--- config.mk ---
export PLATFORM = sky130hd
export DESIGN_NAME = vram_arbiter
export DESIGN_NICKNAME = d
export VERILOG_FILES = /design/src/rtl/vram_arbiter.sv
export SDC_FILE = /design/constraint.sdc
export NUM_CORES = 1
export LEC_CHECK = 0
export CORE_MARGIN = 2
export CORE_UTILIZATION = 42
export CTS_CLUSTER_DIAMETER = 100
export CTS_CLUSTER_SIZE = 25
export DETAILED_ROUTE_END_ITERATION = 10
export GPL_ROUTABILITY_DRIVEN = 0
export PLACE_DENSITY = 0.86
export SYNTH_ARGS = -nofsm -noshare
export SYNTH_HDL_FRONTEND = slang
export SYNTH_SLANG_ARGS = --single-unit
--- constraint.sdc ---
create_clock -name clk -period 8.65 [get_ports clk]
set_clock_uncertainty 0.1 [all_clocks]
set_input_delay 0.865 -clock clk [delete_from_list [all_inputs] [get_ports clk]]
set_output_delay 0.865 -clock clk [all_outputs]
set_load 0.05 [all_outputs]
--- src/rtl/vram_arbiter.sv ---
// vram_arbiter: shares one single-port synchronous video RAM between the VGA
// pixel fetch path (fixed-latency reads, always wins) and a CPU load/store
// port (request/ack handshake). Two 160x120 8-bit pages are held in the RAM;
// VGA scans the display page, the CPU works on the other, and page swaps
// requested by the CPU take effect only at the frame boundary.
module vram_arbiter #(
    parameter int FB_W        = 160,
    parameter int FB_H        = 120,
    parameter int SCALE_SHIFT = 2,
    parameter int PAGE_SIZE   = 19200,
    parameter int ADDR_W      = 16
) (
    input  logic              clk,
    input  logic              reset,
    input  logic              vga_req,
    input  logic [8:0]        vga_row,
    input  logic [9:0]        vga_col,
    output logic [7:0]        vga_data,
    input  logic              frame_start,
    input  logic              swap_req,
    output logic              swap_pending,
    output logic              display_page,
    input  logic              cpu_req,
    input  logic              cpu_we,
    input  logic [14:0]       cpu_addr,
    input  logic [7:0]        cpu_wdata,
    output logic              cpu_ack,
    output logic [7:0]        cpu_rdata,
    output logic              cpu_err,
    output logic [ADDR_W-1:0] mem_addr,
    output logic              mem_we,
    output logic [7:0]        mem_wdata,
    input  logic [7:0]        mem_rdata
);

    typedef enum logic [1:0] {
        C_IDLE,
        C_RD_WAIT,
        C_DONE
    } cpu_state_e;

    cpu_state_e        cpu_state_q, cpu_state_d;
    logic              vga_cap_q, vga_cap_d;
    logic              vga_ok_q, vga_ok_d;
    logic [7:0]        vga_data_q, vga_data_d;
    logic [7:0]        cpu_rdata_q, cpu_rdata_d;
    logic              cpu_err_q, cpu_err_d;
    logic              display_page_q, display_page_d;
    logic              swap_pending_q, swap_pending_d;

    logic              vga_in_range;
    logic              cpu_addr_ok;
    logic              cpu_issue;
    logic [ADDR_W-1:0] vga_addr;
    logic [ADDR_W-1:0] cpu_full_addr;

    // Address generation for both channels; the CPU targets the page not on screen.
    always_comb begin
        vga_in_range  = (vga_row < 9'd480) && (vga_col < 10'd640);
        cpu_addr_ok   = ADDR_W'(cpu_addr) < ADDR_W'(PAGE_SIZE);
        vga_addr      = (display_page_q ? ADDR_W'(PAGE_SIZE) : '0)
                      + ADDR_W'(vga_row >> SCALE_SHIFT) * ADDR_W'(FB_W)
                      + ADDR_W'(vga_col >> SCALE_SHIFT);
        cpu_full_addr = (display_page_q ? '0 : ADDR_W'(PAGE_SIZE)) + ADDR_W'(cpu_addr);
    end

    // Issue decision: VGA first, then an idle CPU; out-of-range requests touch no RAM.
    always_comb begin
        // NOTE: every output of a combinational block gets a default first so no path leaves it unassigned (which would infer a latch).
        mem_addr  = '0;
        mem_we    = 1'b0;
        mem_wdata = cpu_wdata;
        vga_cap_d = 1'b0;
        vga_ok_d  = 1'b0;
        cpu_issue = 1'b0;
        if (vga_req) begin
            vga_cap_d = 1'b1;
            vga_ok_d  = vga_in_range;
            if (vga_in_range) begin
                mem_addr = vga_addr;
            end
        end else if (cpu_state_q == C_IDLE && cpu_req) begin
            cpu_issue = 1'b1;
            if (cpu_addr_ok) begin
                mem_addr = cpu_full_addr;
                mem_we   = cpu_we & ~reset;
            end
        end
    end

    // VGA capture: one cycle after issue, take RAM data (or zero if the pixel was off-screen).
    always_comb begin
        vga_data_d = vga_data_q;
        if (vga_cap_q) begin
            vga_data_d = vga_ok_q ? mem_rdata : 8'h00;
        end
    end

    // CPU FSM next state: error and write go straight to C_DONE, reads wait one cycle.
    always_comb begin
        cpu_state_d = cpu_state_q;
        cpu_rdata_d = cpu_rdata_q;
        cpu_err_d   = 1'b0;
        case (cpu_state_q)
            C_IDLE: begin
                if (cpu_issue) begin
                    if (!cpu_addr_ok) begin
                        cpu_state_d = C_DONE;
                        cpu_err_d   = 1'b1;
                        cpu_rdata_d = 8'h00;
                    end else if (cpu_we) begin
                        cpu_state_d = C_DONE;
                    end else begin
                        cpu_state_d = C_RD_WAIT;
                    end
                end
            end
            C_RD_WAIT: begin
                cpu_rdata_d = mem_rdata;
                cpu_state_d = C_DONE;
            end
            C_DONE: begin
                cpu_state_d = C_IDLE;
            end
            default: begin
                cpu_state_d = C_IDLE;
            end
        endcase
    end

    // Page swap: remember a request, apply it only on a frame_start cycle.
    always_comb begin
        display_page_d = display_page_q;
        swap_pending_d = swap_pending_q;
        if (frame_start && (swap_pending_q || swap_req)) begin
            display_page_d = ~display_page_q;
            swap_pending_d = 1'b0;
        end else if (swap_req) begin
            swap_pending_d = 1'b1;
        end
    end

    // State register with asynchronous active-high reset.
    always_ff @(posedge clk or posedge reset) begin
        if (reset) begin
            // NOTE: state flops use non-blocking assignments so every flop samples pre-edge values regardless of statement order.
            cpu_state_q    <= C_IDLE;
            vga_cap_q      <= 1'b0;
            vga_ok_q       <= 1'b0;
            vga_data_q     <= 8'h00;
            cpu_rdata_q    <= 8'h00;
            cpu_err_q      <= 1'b0;
            display_page_q <= 1'b0;
            swap_pending_q <= 1'b0;
        end else begin
            cpu_state_q    <= cpu_state_d;
            vga_cap_q      <= vga_cap_d;
            vga_ok_q       <= vga_ok_d;
            vga_data_q     <= vga_data_d;
            cpu_rdata_q    <= cpu_rdata_d;
            cpu_err_q      <= cpu_err_d;
            display_page_q <= display_page_d;
            swap_pending_q <= swap_pending_d;
        end
    end

    assign vga_data     = vga_data_q;
    assign cpu_ack      = (cpu_state_q == C_DONE);
    assign cpu_rdata    = cpu_rdata_q;
    assign cpu_err      = cpu_err_q;
    assign display_page = display_page_q;
    assign swap_pending = swap_pending_q;

endmodule
==> impl_metrics.yaml, run 1 <==
global_routing:
  grt_max_degree: 25
  grt_first_pass_wirelength_mm: 7.88
  grt_overflow_total: 0
  first_global_vias: 1775
  antenna_found_initial: 0
  grtUsageTotal_pct: 19.4
routing:
  drtAntennaViolNets: 0
  drt_pass1_iterations: 4
  routed_wl_mm: 4.58
  vias: 1753
  post_drt_wl_per_cell_um: 13.9
  avgViaCountPerCell: 5.33
  route.detailed.drc: 0
  drtIter0Drc: 107
logic_synthesis:
  synth_xor_area_share_pct: 8.12
  postSynthCellCount: 205
  synth_compound_area_share_pct: 21.6
  synth.mux.area_fraction_pct: 0
  synthSimpleGateAreaFrac_pct: 14.4
  synth_warnings: 0
  synthDistinctLibCells: 38
  yosys.area_share.adder_pct: 17.6
  syn_area_um2: 1830
  synth_top_family_by_area: "compound AO/OA/AOI/OAI gates"
  async_flop_share_pct: 100
  syn-num-nets: 286
  syn_area_per_cell_um2: 8.94
  synth_seq_cells: 23
  yosysSeqAreaShare_pct: 31.4
  synth-edff-count: 0
  synth_flop_cell: "dfrtp_1"
timing:
  slew_headroom_pct: 48.7
  min_period_over_period_pct: 63.3
  final_hold_viol_count: 0
  worst_slack_ps: 3170
  max_clock_freq_mhz: 183
  period_minus_slack_ps: 5480
  tns_ps: 0
  rsz0062_at_grt: "false"
  tightest_slew_ps: 767
  whs_ps: 422
  setup_viol: 0
  slew_viol_final: 0
cts:
  holdBufCountCts: 0
  cts_tree: "done"
  postCtsSetupBuffers: 0
  cts_root_buf: "clkbuf_8"
  cts.reportedPaths.clkPinSlew_ps: 80
  clock_path_buffers: 2
  numCtsBuffers: 3
  cts-resized-gates: 0
  htreeDepth: 1
  clock-sinks: 23
  clk_latency_ps: 260
power_and_ir_drop:
  p_leak_nw: 1.13
  ir_drop_mv: 0.146
  power.density_nw_per_um2: 212
placed_design:
  place_ws_ps: 3150
  hpwl_mm: 3.78
  numPortBuffers: 81
setup_path:
  worstSetupEndpointType: "output pin"
  start_kind: "input pin"
  cp_max_fo: 4
  arrival_ps: 4510
  required_ps: 7690
  r2r_cells: 3
  worstSetupPathType: "in2out"
worst_hold_path:
  holdPathStages: 2
  hold_class: "reg2reg"
floorplanning:
  die_h_um: 70.1
  initial_utilization_pct: 43.0
  fp.coreArea_um2: 4260
  num_io_pins: 102
  die_w_um: 70.1
  rows: 24
  die_area_um2: 4910
cells_and_area:
  layout.nets: 359
  drive_gt1_share_pct: 2.53
  insertedDiodeCount: 0
  area_growth_pct: 46.0
flow_run:
  maxCapViolations: 0
run_status:
  status: "finished, final reports clean"
[layer usage]
layer / share of wire, % / global-route usage (%) / wire length, µm / vias to the layer above
met5: 0 / 0 / 0 / -
met4: 1.2 / 4.49 / 55 / 0
met3: 5.8 / 2.89 / 266 / 8
met2: 50 / 35.0 / 2300 / 57
met1: 43 / 24.5 / 1960 / 820
li1: - / - / - / 868
[critical path, cell delays in order]
cell             delay, ps
clkdlybuf4s50_1        480
ha_1                   330
ha_1                   230
fa_1                   430
ha_1                   340
nand2_1                 60
o21ai_1                250
a31oi_2                160
o311a_1                370
a221o_1                280
clkdlybuf4s50_1        700
[Yosys cell counts, types with 3 or more instances]
master | instances | area, µm²
dfrtp_1 | 23 | 576
nand2_1 | 23 | 86.3
o21ai_0 | 22 | 110
ha_1 | 21 | 263
inv_1 | 10 | 37.5
nand3_1 | 9 | 45.0
xnor2_1 | 9 | 78.8
buf_4 | 8 | 60.1
nor2_1 | 8 | 30.0
xor2_1 | 8 | 70.1
a22o_1 | 7 | 61.3
nor2b_1 | 7 | 43.8
a21oi_1 | 6 | 30.0
o22ai_1 | 5 | 31.3
a21o_1 | 4 | 30.0
a31oi_1 | 3 | 18.8
buf_1 | 3 | 11.3
fa_1 | 3 | 60.1
nor3_1 | 3 | 15.0
[logic make-up (layout without fill, tap and decap cells)]
logic type               Yosys count  count (layout)
AND/OR/NAND/NOR                   56              56
XOR/XNOR                          17              17
AO/OA/AOI/OAI                     60              60
adder cells (fa/ha/maj)           24              24
flip-flops                        23              23
buffers and inverters             25              97
[per-stage QoR]
step	power, W	cell area [µm²]	utilization (%)	instances
after floorplan	0.000399	1830	-	205
after global placement	0.000497	2630	61.7	325
after detailed placement	0.000503	2630	61.7	325
after CTS	0.000570	2680	62.8	329
after global routing	0.000602	2680	62.8	329
final	0.000568	2680	62.8	329
[power by group]
group	internal, W	switching (W)
Sequential	0.000122	0.0000146
Clock	0.0000328	0.0000328
Combinational	0.000144	0.000221
Total	0.000299	0.000269
[layout make-up]
class	instances	area, µm²
clock buffers	4	45.0
fillers	373	1590
inverters	11	41.3
multi-input cells	157	1130
flip-flops and latches	23	576
well taps	52	65.1
repair buffers	82	818
[path summary, 6_finish.rpt]
| kind | startpoint | end | slack [ps] |
|---|---|---|---|
| setup reg to reg | cpu_state_q[1]$_DFFE_PP0P_ | cpu_rdata[5]$_DFFE_PP0P_ | 6860 |
| hold reg to reg | vga_data[2]$_DFFE_PP0P_ | vga_data[2]$_DFFE_PP0P_ | 420 |
| setup / recovery | vga_row[3] | mem_addr[14] | 3170 |
| min in group asynchronous | reset | swap_pending$_DFFE_PP0P_ | 840 |
| max in group asynchronous | reset | vga_cap_q$_DFF_PP0_ | 7380 |
| hold / removal | vga_data[2]$_DFFE_PP0P_ | vga_data[2]$_DFFE_PP0P_ | 420 |
[flip-flops by register name, summed over array words and instances (netlist names)]
register and flops:
vga_cap_q 1, vga_data 8, swap_pending 1, cpu_err 1, display_page 1, vga_ok_q 1
cpu_state_q 2, cpu_rdata 8
[cell usage in the layout (no fill, tap or decap), types with 3 or more instances in the layout]
cell type,synthesis,final
a21o_1,4,4
a21oi_1,6,6
a22o_1,7,7
a31oi_1,3,3
clkbuf_8,0,3
clkdlybuf4s50_1,0,81
dfrtp_1,23,23
fa_1,3,3
ha_1,21,21
inv_1,10,10
nand2_1,23,23
nand3_1,9,9
nor2_1,8,8
nor2b_1,7,7
nor3_1,3,3
o21ai_0,22,22
o22ai_1,5,5
xnor2_1,9,9
xor2_1,8,8
Power figures use the tool's default switching activity.
==> run 2: changes to the inputs <==
--- a/config.mk
+++ b/config.mk
@@ -6,12 +6,12 @@
 export NUM_CORES = 1
 export LEC_CHECK = 0
 export CORE_MARGIN = 2
-export CORE_UTILIZATION = 42
+export CORE_UTILIZATION = 39
 export CTS_CLUSTER_DIAMETER = 100
 export CTS_CLUSTER_SIZE = 25
 export DETAILED_ROUTE_END_ITERATION = 10
 export GPL_ROUTABILITY_DRIVEN = 0
-export PLACE_DENSITY = 0.86
+export PLACE_DENSITY = 0.81
 export SYNTH_ARGS = -nofsm -noshare
 export SYNTH_HDL_FRONTEND = slang
 export SYNTH_SLANG_ARGS = --single-unit
==> constraint.sdc (replaced) <==
create_clock -name clk -period 5.1 [get_ports clk]
set_clock_uncertainty 0.1 [all_clocks]
set_input_delay 0.51 -clock clk [delete_from_list [all_inputs] [get_ports clk]]
set_output_delay 0.51 -clock clk [all_outputs]
set_load 0.05 [all_outputs]
==> impl_metrics.yaml, run 2 (same netlist as run 1, synthesis figures left out) <==
cts:
  clock-sinks: 23
  cts-resized-gates: 0
  clock_path_buffers: 2
  clk_latency_ps: 260
  cts_root_buf: "clkbuf_8"
  cts.reportedPaths.clkPinSlew_ps: 70
  numCtsBuffers: 3
  htreeDepth: 1
  postCtsSetupBuffers: 0
  holdBufCountCts: 0
  cts_tree: "done"
cells_and_area:
  finalInstanceArea_um2: 2690
  layout_commonest_cell: "clkdlybuf4s50_1"
  insertedDiodeCount: 0
  area_growth_pct: 46.5
  fin_util_pct: 60.4
  nFillCells: 395
  layout.nets: 360
  layout_common_cells: "clkdlybuf4s50_1, nand2_1, dfrtp_1"
  drive_gt1_share_pct: 3.24
global_routing:
  first_global_vias: 1768
  grtUsageTotal_pct: 18.2
  antenna_found_initial: 0
  grt_overflow_total: 0
  grt_first_pass_wirelength_mm: 7.80
  grt_max_degree: 25
worst_hold_path:
  hold_class: "reg2reg"
setup_path:
  start_kind: "input pin"
  crit_family: "adder cells"
  crit_top_cell: "ha_1"
  required_ps: 4490
  cp_slowest_cell: "clkdlybuf4s50_1"
  cp_max_fo: 4
  arrival_ps: 4190
  worstSetupPathType: "in2out"
  crit_buf_inv: 2
  slowest_delay_ps: 710
  worstPathCellList: "clkdlybuf4s50_1 > ha_1 > ha_1 > fa_1 > ha_1 > nand2_1 > o21ai_1 > a31oi_2 > o311a_1 > a221o_1 > clkdlybuf4s50_1"
  worstSetupEndpointType: "output pin"
timing:
  period_minus_slack_ps: 4800
  tns_ps: 0
  min_period_over_period_pct: 94.1
  slew_viol_final: 0
  max_clock_freq_mhz: 208
  final_hold_viol_count: 0
  rsz0062_at_grt: "false"
  setup_viol: 0
  slew_headroom_pct: 53.8
  tightest_slew_ps: 684
routing:
  vias: 1739
  avgViaCountPerCell: 5.27
  route.detailed.drc: 2
  drtIter0Drc: 49
  drtAntennaViolNets: 0
  post_drt_wl_per_cell_um: 13.9
  routed_wl_mm: 4.60
  drt_pass1_iterations: 7
placed_design:
  numPortBuffers: 81
  hpwl_mm: 3.83
  placed_area_um2: 2640
floorplanning:
  die_area_um2: 5260
  num_io_pins: 102
  fp.coreArea_um2: 4440
  initial_utilization_pct: 41.2
  die_h_um: 72.6
  die_w_um: 72.6
  rows: 24
power_and_ir_drop:
  p_leak_nw: 1.14
  power.density_nw_per_um2: 357
  ir_drop_mv: 0.330
run_status:
  failed_checks: "DRC"
  status: "complete, but fails checks"
flow_run:
  maxCapViolations: 0
[run 2: cell types whose count changed in the layout (fill, tap and decap cells not counted), sizes merged]
| cell | previous run | this run |
|---|---|---|
| buf | 1 | 2 |
| clkbuf | 4 | 3 |
| clkinv | 1 | 2 |
[run 2: power by group]
part	leakage, nW	internal [W]	switching [W]
Combinational	0.809	0.000245	0.000376
Sequential	0.302	0.000206	0.0000241
Clock	0.0255	0.0000543	0.0000525
[run 2: metrics by stage]
step,setup slack [ps],power [W],cells,hold slack (ps)
after global routing,127,0.00103,330,440
after CTS,302,0.000964,330,429
after floorplan,1340,0.000677,205,413
final,301,0.000958,330,426
after global placement,405,0.000842,326,406
after detailed placement,342,0.000852,326,416
[run 2: cell type report]
type / instances / area [µm²] / area share [%]
multi-input cells: 157 / 1130 / 42.1
repair buffers: 83 / 826 / 30.8
flip-flops and latches: 23 / 576 / 21.4
well taps: 52 / 65.1 / 2.42
clock buffers: 3 / 41.3 / 1.54
inverters: 11 / 41.3 / 1.54
clock inverters: 1 / 5.00 / 0.186
[run 2: path summary, 6_finish.rpt]
check / startpoint / to / cells past startpoint / slack, ps
max: vga_row[3] / mem_addr[14] / 11 / 300
min: vga_data[5]$_DFFE_PP0P_ / vga_data[5]$_DFFE_PP0P_ / 2 / 430
max reg2reg: cpu_state_q[1]$_DFFE_PP0P_ / cpu_rdata[1]$_DFFE_PP0P_ / 3 / 3280
min reg2reg: vga_data[5]$_DFFE_PP0P_ / vga_data[5]$_DFFE_PP0P_ / 2 / 430
max in group asynchronous: reset / vga_data[1]$_DFFE_PP0P_ / 3 / 4190
min in group asynchronous: reset / vga_data[7]$_DFFE_PP0P_ / 3 / 490
[run 2: layer usage]
metal / up-vias / GRT usage (%) / part of all wire (%)
met5: - / 0 / 0
met4: 0 / 4.12 / 0.20
met3: 2 / 3.06 / 5.7
met2: 67 / 31.6 / 50
met1: 802 / 23.8 / 44
li1: 868 / - / -
[run 2: worst reg2reg max path, delay by kind of cell (launching register included)]
family / cells / cell delay (ps)
AOI/OAI and AO/OA: 1 / 160
DFF: 1 / 400
and+or+nand+nor: 2 / 1040
